[src/rtl/icache.sv]
// ============================================================================
// icache -- direct-mapped instruction cache between fetcher and memory controller
//
// Purpose
//   Serves fetcher PC lookups from a direct-mapped array holding one
//   instruction (16-bit or 32-bit, as returned by the memory controller) per
//   line. A hit returns the instruction one cycle after the lookup. A miss
//   issues a single fetch to the memory controller, waits for the matching
//   returned instruction, fills the line and forwards the instruction.
//
//   Line index = pc[INDEX_WIDTH:1], tag = pc[XLEN-1:INDEX_WIDTH+1].
//
// Configuration
//   ICACHE_PERF_EN : when defined, adds 32-bit hit/miss counters
//                    (icache_hit_cnt, icache_miss_cnt). The default build
//                    leaves the macro undefined and has no counter ports.
//
// Ports
//   clk                in   1     clock
//   rst                in   1     synchronous reset, active-low
//   rdy                in   1     global enable; all state frozen when low
//   flush              in   1     pipeline flush, abandons any miss in progress
//   fet_icache_enable  in   1     fetcher lookup request
//   fet_icache_pc      in   XLEN  lookup PC
//   icache_fet_ready   out  1     one-cycle pulse: instruction valid
//   icache_fet_inst    out  XLEN  instruction (0 when not ready)
//   icache_fet_pc      out  XLEN  PC of icache_fet_inst
//   icache_fet_busy    out  1     miss in progress; fetcher must not issue
//   icache_mem_enable  out  1     one-cycle fetch request to memory controller
//   icache_mem_pc      out  XLEN  fetch address
//   mem_fet_busy       in   1     memory controller cannot accept a request
//   mem_inst_ready     in   1     memory controller instruction valid
//   mem_inst           in   XLEN  returned instruction
//   mem_inst_addr      in   XLEN  address of returned instruction
//   icache_hit_cnt     out  32    (ICACHE_PERF_EN only) lookups that hit
//   icache_miss_cnt    out  32    (ICACHE_PERF_EN only) lookups that missed
// ============================================================================
module icache #(
    parameter int XLEN        = 32,
    parameter int INDEX_WIDTH = 6
) (
    input  logic            clk,
    input  logic            rst,
    input  logic            rdy,
    input  logic            flush,
    input  logic            fet_icache_enable,
    input  logic [XLEN-1:0] fet_icache_pc,
    output logic            icache_fet_ready,
    output logic [XLEN-1:0] icache_fet_inst,
    output logic [XLEN-1:0] icache_fet_pc,
    output logic            icache_fet_busy,
    output logic            icache_mem_enable,
    output logic [XLEN-1:0] icache_mem_pc,
    input  logic            mem_fet_busy,
    input  logic            mem_inst_ready,
    input  logic [XLEN-1:0] mem_inst,
    input  logic [XLEN-1:0] mem_inst_addr
`ifdef ICACHE_PERF_EN
    ,
    output logic [31:0]     icache_hit_cnt,
    output logic [31:0]     icache_miss_cnt
`endif
);

    localparam int LINES     = 1 << INDEX_WIDTH;
    localparam int TAG_WIDTH = XLEN - INDEX_WIDTH - 1;

    typedef enum logic [1:0] {
        S_IDLE      = 2'd0,
        S_MISS_REQ  = 2'd1,
        S_MISS_WAIT = 2'd2
    } state_t;

    // ------------------------------------------------------------------
    // State
    // ------------------------------------------------------------------
    state_t                r_state;
    logic [XLEN-1:0]       r_pend_pc;
    logic [LINES-1:0]      r_valid;
    logic [TAG_WIDTH-1:0]  r_tag  [LINES];
    logic [XLEN-1:0]       r_data [LINES];

    logic                  r_fet_ready;
    logic [XLEN-1:0]       r_fet_inst;
    logic [XLEN-1:0]       r_fet_pc;
    logic                  r_mem_enable;
    logic [XLEN-1:0]       r_mem_pc;

`ifdef ICACHE_PERF_EN
    logic [31:0]           r_hit_cnt;
    logic [31:0]           r_miss_cnt;
`endif

    // ------------------------------------------------------------------
    // Lookup and fill decode
    // ------------------------------------------------------------------
    logic [INDEX_WIDTH-1:0] w_idx;
    logic [TAG_WIDTH-1:0]   w_tag;
    logic                   w_hit;
    logic [INDEX_WIDTH-1:0] w_fill_idx;
    logic [TAG_WIDTH-1:0]   w_fill_tag;
    logic                   w_fill;
    logic                   w_fill_we;
    logic                   w_unused;

    assign w_idx = fet_icache_pc[INDEX_WIDTH:1];
    assign w_tag = fet_icache_pc[XLEN-1:INDEX_WIDTH+1];
    assign w_hit = r_valid[w_idx] && (r_tag[w_idx] == w_tag);

    assign w_fill_idx = r_pend_pc[INDEX_WIDTH:1];
    assign w_fill_tag = r_pend_pc[XLEN-1:INDEX_WIDTH+1];

    // Only a return whose address matches the outstanding miss fills the line;
    // stray returns for other addresses are ignored.
    assign w_fill = (r_state == S_MISS_WAIT) && mem_inst_ready &&
                    (mem_inst_addr == r_pend_pc);

    // The array write must obey exactly the same priority as the control
    // block: frozen by rdy, dropped by reset, discarded by flush.
    assign w_fill_we = rdy && rst && !flush && w_fill;

    // Instructions are at least halfword aligned, so pc bit 0 takes no part
    // in index or tag.
    assign w_unused = fet_icache_pc[0];

    assign icache_fet_busy = (r_state != S_IDLE);

    // ------------------------------------------------------------------
    // Tag and data arrays
    // ------------------------------------------------------------------
    // NOTE: the arrays deliberately have no reset branch; the valid bits alone
    // decide whether a line is usable, and keeping the reset out of this block
    // lets it map onto plain RAM/register-file cells.
    always_ff @(posedge clk) begin
        if (w_fill_we) begin
            r_tag[w_fill_idx]  <= w_fill_tag;
            r_data[w_fill_idx] <= mem_inst;
        end
    end

    // ------------------------------------------------------------------
    // Control FSM with registered outputs
    // ------------------------------------------------------------------
    // NOTE: every register in this block uses non-blocking assignment so all
    // right-hand sides see pre-edge values regardless of statement order.
    always_ff @(posedge clk) begin
        if (rdy) begin
            if (!rst) begin
                r_state      <= S_IDLE;
                r_pend_pc    <= '0;
                r_valid      <= '0;
                r_fet_ready  <= 1'b0;
                r_fet_inst   <= '0;
                r_fet_pc     <= '0;
                r_mem_enable <= 1'b0;
                r_mem_pc     <= '0;
`ifdef ICACHE_PERF_EN
                r_hit_cnt    <= '0;
                r_miss_cnt   <= '0;
`endif
            end else if (flush) begin
                // Valid bits, PCs and counters are kept; only the transaction
                // in progress and the pulses are dropped.
                r_state      <= S_IDLE;
                r_fet_ready  <= 1'b0;
                r_fet_inst   <= '0;
                r_mem_enable <= 1'b0;
            end else begin
                // Pulse outputs default low; a branch below raises them.
                r_fet_ready  <= 1'b0;
                r_fet_inst   <= '0;
                r_mem_enable <= 1'b0;

                case (r_state)
                    S_IDLE: begin
                        if (fet_icache_enable) begin
                            if (w_hit) begin
                                r_fet_ready <= 1'b1;
                                r_fet_inst  <= r_data[w_idx];
                                r_fet_pc    <= fet_icache_pc;
`ifdef ICACHE_PERF_EN
                                r_hit_cnt   <= r_hit_cnt + 32'd1;
`endif
                            end else begin
                                r_pend_pc   <= fet_icache_pc;
                                r_state     <= S_MISS_REQ;
`ifdef ICACHE_PERF_EN
                                r_miss_cnt  <= r_miss_cnt + 32'd1;
`endif
                            end
                        end
                    end

                    S_MISS_REQ: begin
                        if (!mem_fet_busy) begin
                            r_mem_enable <= 1'b1;
                            r_mem_pc     <= r_pend_pc;
                            r_state      <= S_MISS_WAIT;
                        end
                    end

                    S_MISS_WAIT: begin
                        // Leaving for IDLE here makes a held-high ready
                        // count as a single return.
                        if (w_fill) begin
                            r_valid[w_fill_idx] <= 1'b1;
                            r_fet_ready         <= 1'b1;
                            r_fet_inst          <= mem_inst;
                            r_fet_pc            <= r_pend_pc;
                            r_state             <= S_IDLE;
                        end
                    end

                    default: r_state <= S_IDLE;
                endcase
            end
        end
    end

    assign icache_fet_ready  = r_fet_ready;
    assign icache_fet_inst   = r_fet_inst;
    assign icache_fet_pc     = r_fet_pc;
    assign icache_mem_enable = r_mem_enable;
    assign icache_mem_pc     = r_mem_pc;

`ifdef ICACHE_PERF_EN
    assign icache_hit_cnt  = r_hit_cnt;
    assign icache_miss_cnt = r_miss_cnt;
`endif

endmodule
[config.mk]
export PLATFORM = sky130hd
export DESIGN_NAME = icache
export DESIGN_NICKNAME = d
export VERILOG_FILES = /design/src/rtl/icache.sv
export SDC_FILE = /design/constraint.sdc
export NUM_CORES = 2
export LEC_CHECK = 0
export BUFFER_PORTS_ARGS = -buffer_cell sky130_fd_sc_hd__buf_2
export CORE_MARGIN = 1
export CORE_UTILIZATION = 55
export DETAILED_ROUTE_END_ITERATION = 10
export GPL_TIMING_DRIVEN = 0
export PLACE_DENSITY_LB_ADDON = 0.25
export SLEW_MARGIN = 10
export SYNTH_ARGS = -nofsm -noshare
export SYNTH_HDL_FRONTEND = slang
export SYNTH_SLANG_ARGS = --single-unit
[constraint.sdc]
create_clock -name clk -period 7.2 [get_ports clk]
set_input_delay 1.44 -clock clk [delete_from_list [all_inputs] [get_ports clk]]
set_output_delay 1.44 -clock clk [all_outputs]
set_load 0.01 [all_outputs]
==> impl_metrics.tcl <==
set metrics [dict create \
    antenna_found_initial 27 \
    cp.arrival_ps 8290 \
    synthTopCellsByArea "edfxtp_1, mux4_2, mux2i_1" \
    end_kind "flip-flop" \
    violations "max-capacitance violations, max-slew violations, negative setup slack" \
    synth_cells 6566 \
    p_per_area_nw_per_um2 268 \
    layout_worst_path_cycle_share 1.05 \
    synth_nets 6669 \
    final_cells 11300 \
    skew_ps 61.4 \
    areaGrowthSynthToFinish_pct 16.9 \
    layout.nets 7591 \
    postCtsHoldBufs 0 \
    drt-initial-drc-count 15500 \
    ys_warn_count 0 \
    drc 0 \
    coreArea_sq_um 268000 \
    final_util 0.648 \
    synth.largest_area_cell "edfxtp_1" \
    start_util 0.554 \
    clock_sinks 3844 \
    grt_usage 0.363 \
    hp-class "reg -> reg" \
    synth-edff-count 3844 \
    clk_latency_ps 990 \
    layout_min_cycle_time_ps 7560 \
    io_pins 202 \
    final_common_cell "edfxtp_1" \
    path_class "in -> reg" \
    crit_fanout 11 \
    synth_area_sq_um 149000 \
    path_clk_slew_ps 60 \
    setup_viol 23 \
    vias 82000 \
    ys_types 73 \
    die_h_microns 522 \
    drv_cap 3 \
    worst_slack_ps -363 \
    slew_viol_final 8 \
    status "complete, but fails checks" \
    drt-vias-per-instance 7.23 \
    numPortBuffers 197 \
    numCtsBuffers 387 \
    cts_max_path_buffers 4 \
    hold_violations 0 \
    rrSetupSlack_ps 1070 \
    drive_gt1_frac 0.303 \
    routedWlPerCell_microns 43.5 \
    post-place-cells 10700 \
    p_leak_uw 0.0555 \
    synth_seq_cells 3844 \
    dieArea_sq_um 272000 \
    cts_tree "done" \
    synth_area_per_cell_sq_um 22.6 \
    grt_max_degree 66 \
    slew-limit-headroom -0.0551 \
    worst_slew_pin_slew_ps 1560 \
    firstDrtPassIters 8 \
    cts_setup_buffers 0 \
    dp_hpwl_microns 329000 \
    grt_pass1_vias 78800 \
    cts_root_buf "clkbuf_16" \
    row_count 190 \
    routabilityCongestion 0.907 \
    dpl_worst_slack_ps -1460 \
    ys.flop_type "edfxtp_1" \
    required_ps 7930 \
    ant_nets 0 \
    peakVddDrop_mv 0.283 \
    wl_microns 494000 \
    yosysSeqAreaShare 0.776 \
    final_cell_mix "edfxtp_1, mux4_2, clkbuf_16, buf_2, mux2i_1" \
    ys_async_sr_fraction 0 \
    cts_max_level 5 \
    rsz0062_at_grt "false" \
    cts_resized 5 \
    start_kind "primary input" \
    dieWidth_microns 522 \
    yosysTopAreaCellShare 0.776 \
    grt_pass1_wl_microns 658000 \
    fmax_mhz 132 \
    grt_overflow_total 0 \
]
## through the flow
step                      hold slack [ps]  power, uW  instance area, sq um  TNS [ps]
after floorplan                       529      26500                149000         0
after global placement                542      27500                154000         -
after detailed placement              552      27700                162000    -54730
after CTS                             561      46500                174000         0
after global routing                  566      47400                174000         0
final                                 568      46600                174000     -4830
## power by group
group | total [uW] | switching [uW] | internal (uW)
Clock | 19300 | 8390 | 10900
Sequential | 24700 | 51.7 | 24700
Combinational | 2570 | 1650 | 919
## final timing paths
kind | start | to | depth (start not counted)
setup / recovery | fet_icache_pc[2] | icache_fet_inst[26] | 15
hold / removal | r_valid[59] | r_valid[59] | 1
setup reg to reg | r_pend_pc[17] | r_data[27][16] | 11
hold reg to reg | r_valid[59] | r_valid[59] | 1
## cells in the mapped netlist, types with 5 or more instances
master / number
a2111oi_0: 7
a211oi_1: 7
a21oi_1: 68
a221o_1: 5
a221oi_1: 17
a22o_1: 37
a22oi_1: 109
a31oi_1: 10
a32oi_1: 6
and2_1: 76
and3_1: 11
buf_1: 26
buf_2: 123
buf_4: 30
buf_6: 27
clkbuf_1: 151
edfxtp_1: 3844
inv_1: 11
mux2_2: 27
mux2i_1: 268
mux4_2: 970
nand2_1: 91
nand2b_1: 15
nand3_1: 57
nand3b_1: 11
nand4_1: 31
nor2_1: 213
nor2b_1: 49
nor3_1: 22
nor3b_1: 5
nor4_1: 6
o211ai_1: 7
o21a_1: 34
o21ai_0: 47
o21ai_1: 7
o22ai_1: 22
or2_2: 7
xnor2_1: 40
xor2_1: 12
## kinds of logic (layout without fill, tap and decap cells)
group | count (synthesis) | after routing | synth area share
simple gates | 613 | 613 | 0.0205
mux | 1269 | 1269 | 0.168
xor+xnor | 52 | 52 | 0.00306
buf+inv | 373 | 1581 | 0.0129
compound gates | 415 | 415 | 0.0195
other cells | 0 | 18 | 0
flops | 3844 | 3844 | 0.776
## per-layer routing
layer / routed length [microns] / global-route usage / vias to the layer above
met1: 160000 / 0.466 / 42300
met4: 38500 / 0.224 / 18
li1: - / - / 29700
met2: 222000 / 0.549 / 8097
met3: 72700 / 0.108 / 1859
met5: 123 / 0 / -
## final cells by class
cell class | instances | area [sq um]
Clock inverter | 209 | 1730
Multi-Input combinational cell | 2349 | 31900
Tap cell | 3552 | 4440
Antenna cell | 18 | 45.0
Inverter | 12 | 45.0
Timing Repair Buffer | 535 | 8220
Buffer | 359 | 1910
Clock buffer | 466 | 10100
Sequential cell | 3844 | 115000
Fill cell | 16800 | 94600
## sequential cells by signal, indices dropped and copies added, names as in the netlist
name / flops
r_tag: 1600
icache_fet_ready: 1
icache_fet_pc: 32
icache_mem_pc: 32
icache_mem_enable: 1
r_pend_pc: 32
icache_fet_inst: 32
r_valid: 64
r_state: 2
r_data: 2048
## worst max-delay path, stage by stage
cell      delay (ps)
buf_2            330
buf_2            550
inv_1            400
buf_2            400
nor2_1          1240
a31oi_1          330
o211ai_1         310
o21ai_0          590
xnor2_1          330
nand4_1          210
or4_4            610
nor3_4           710
buf_16           240
buf_6            200
a22o_1           330
Power figures use the tool's default switching activity.
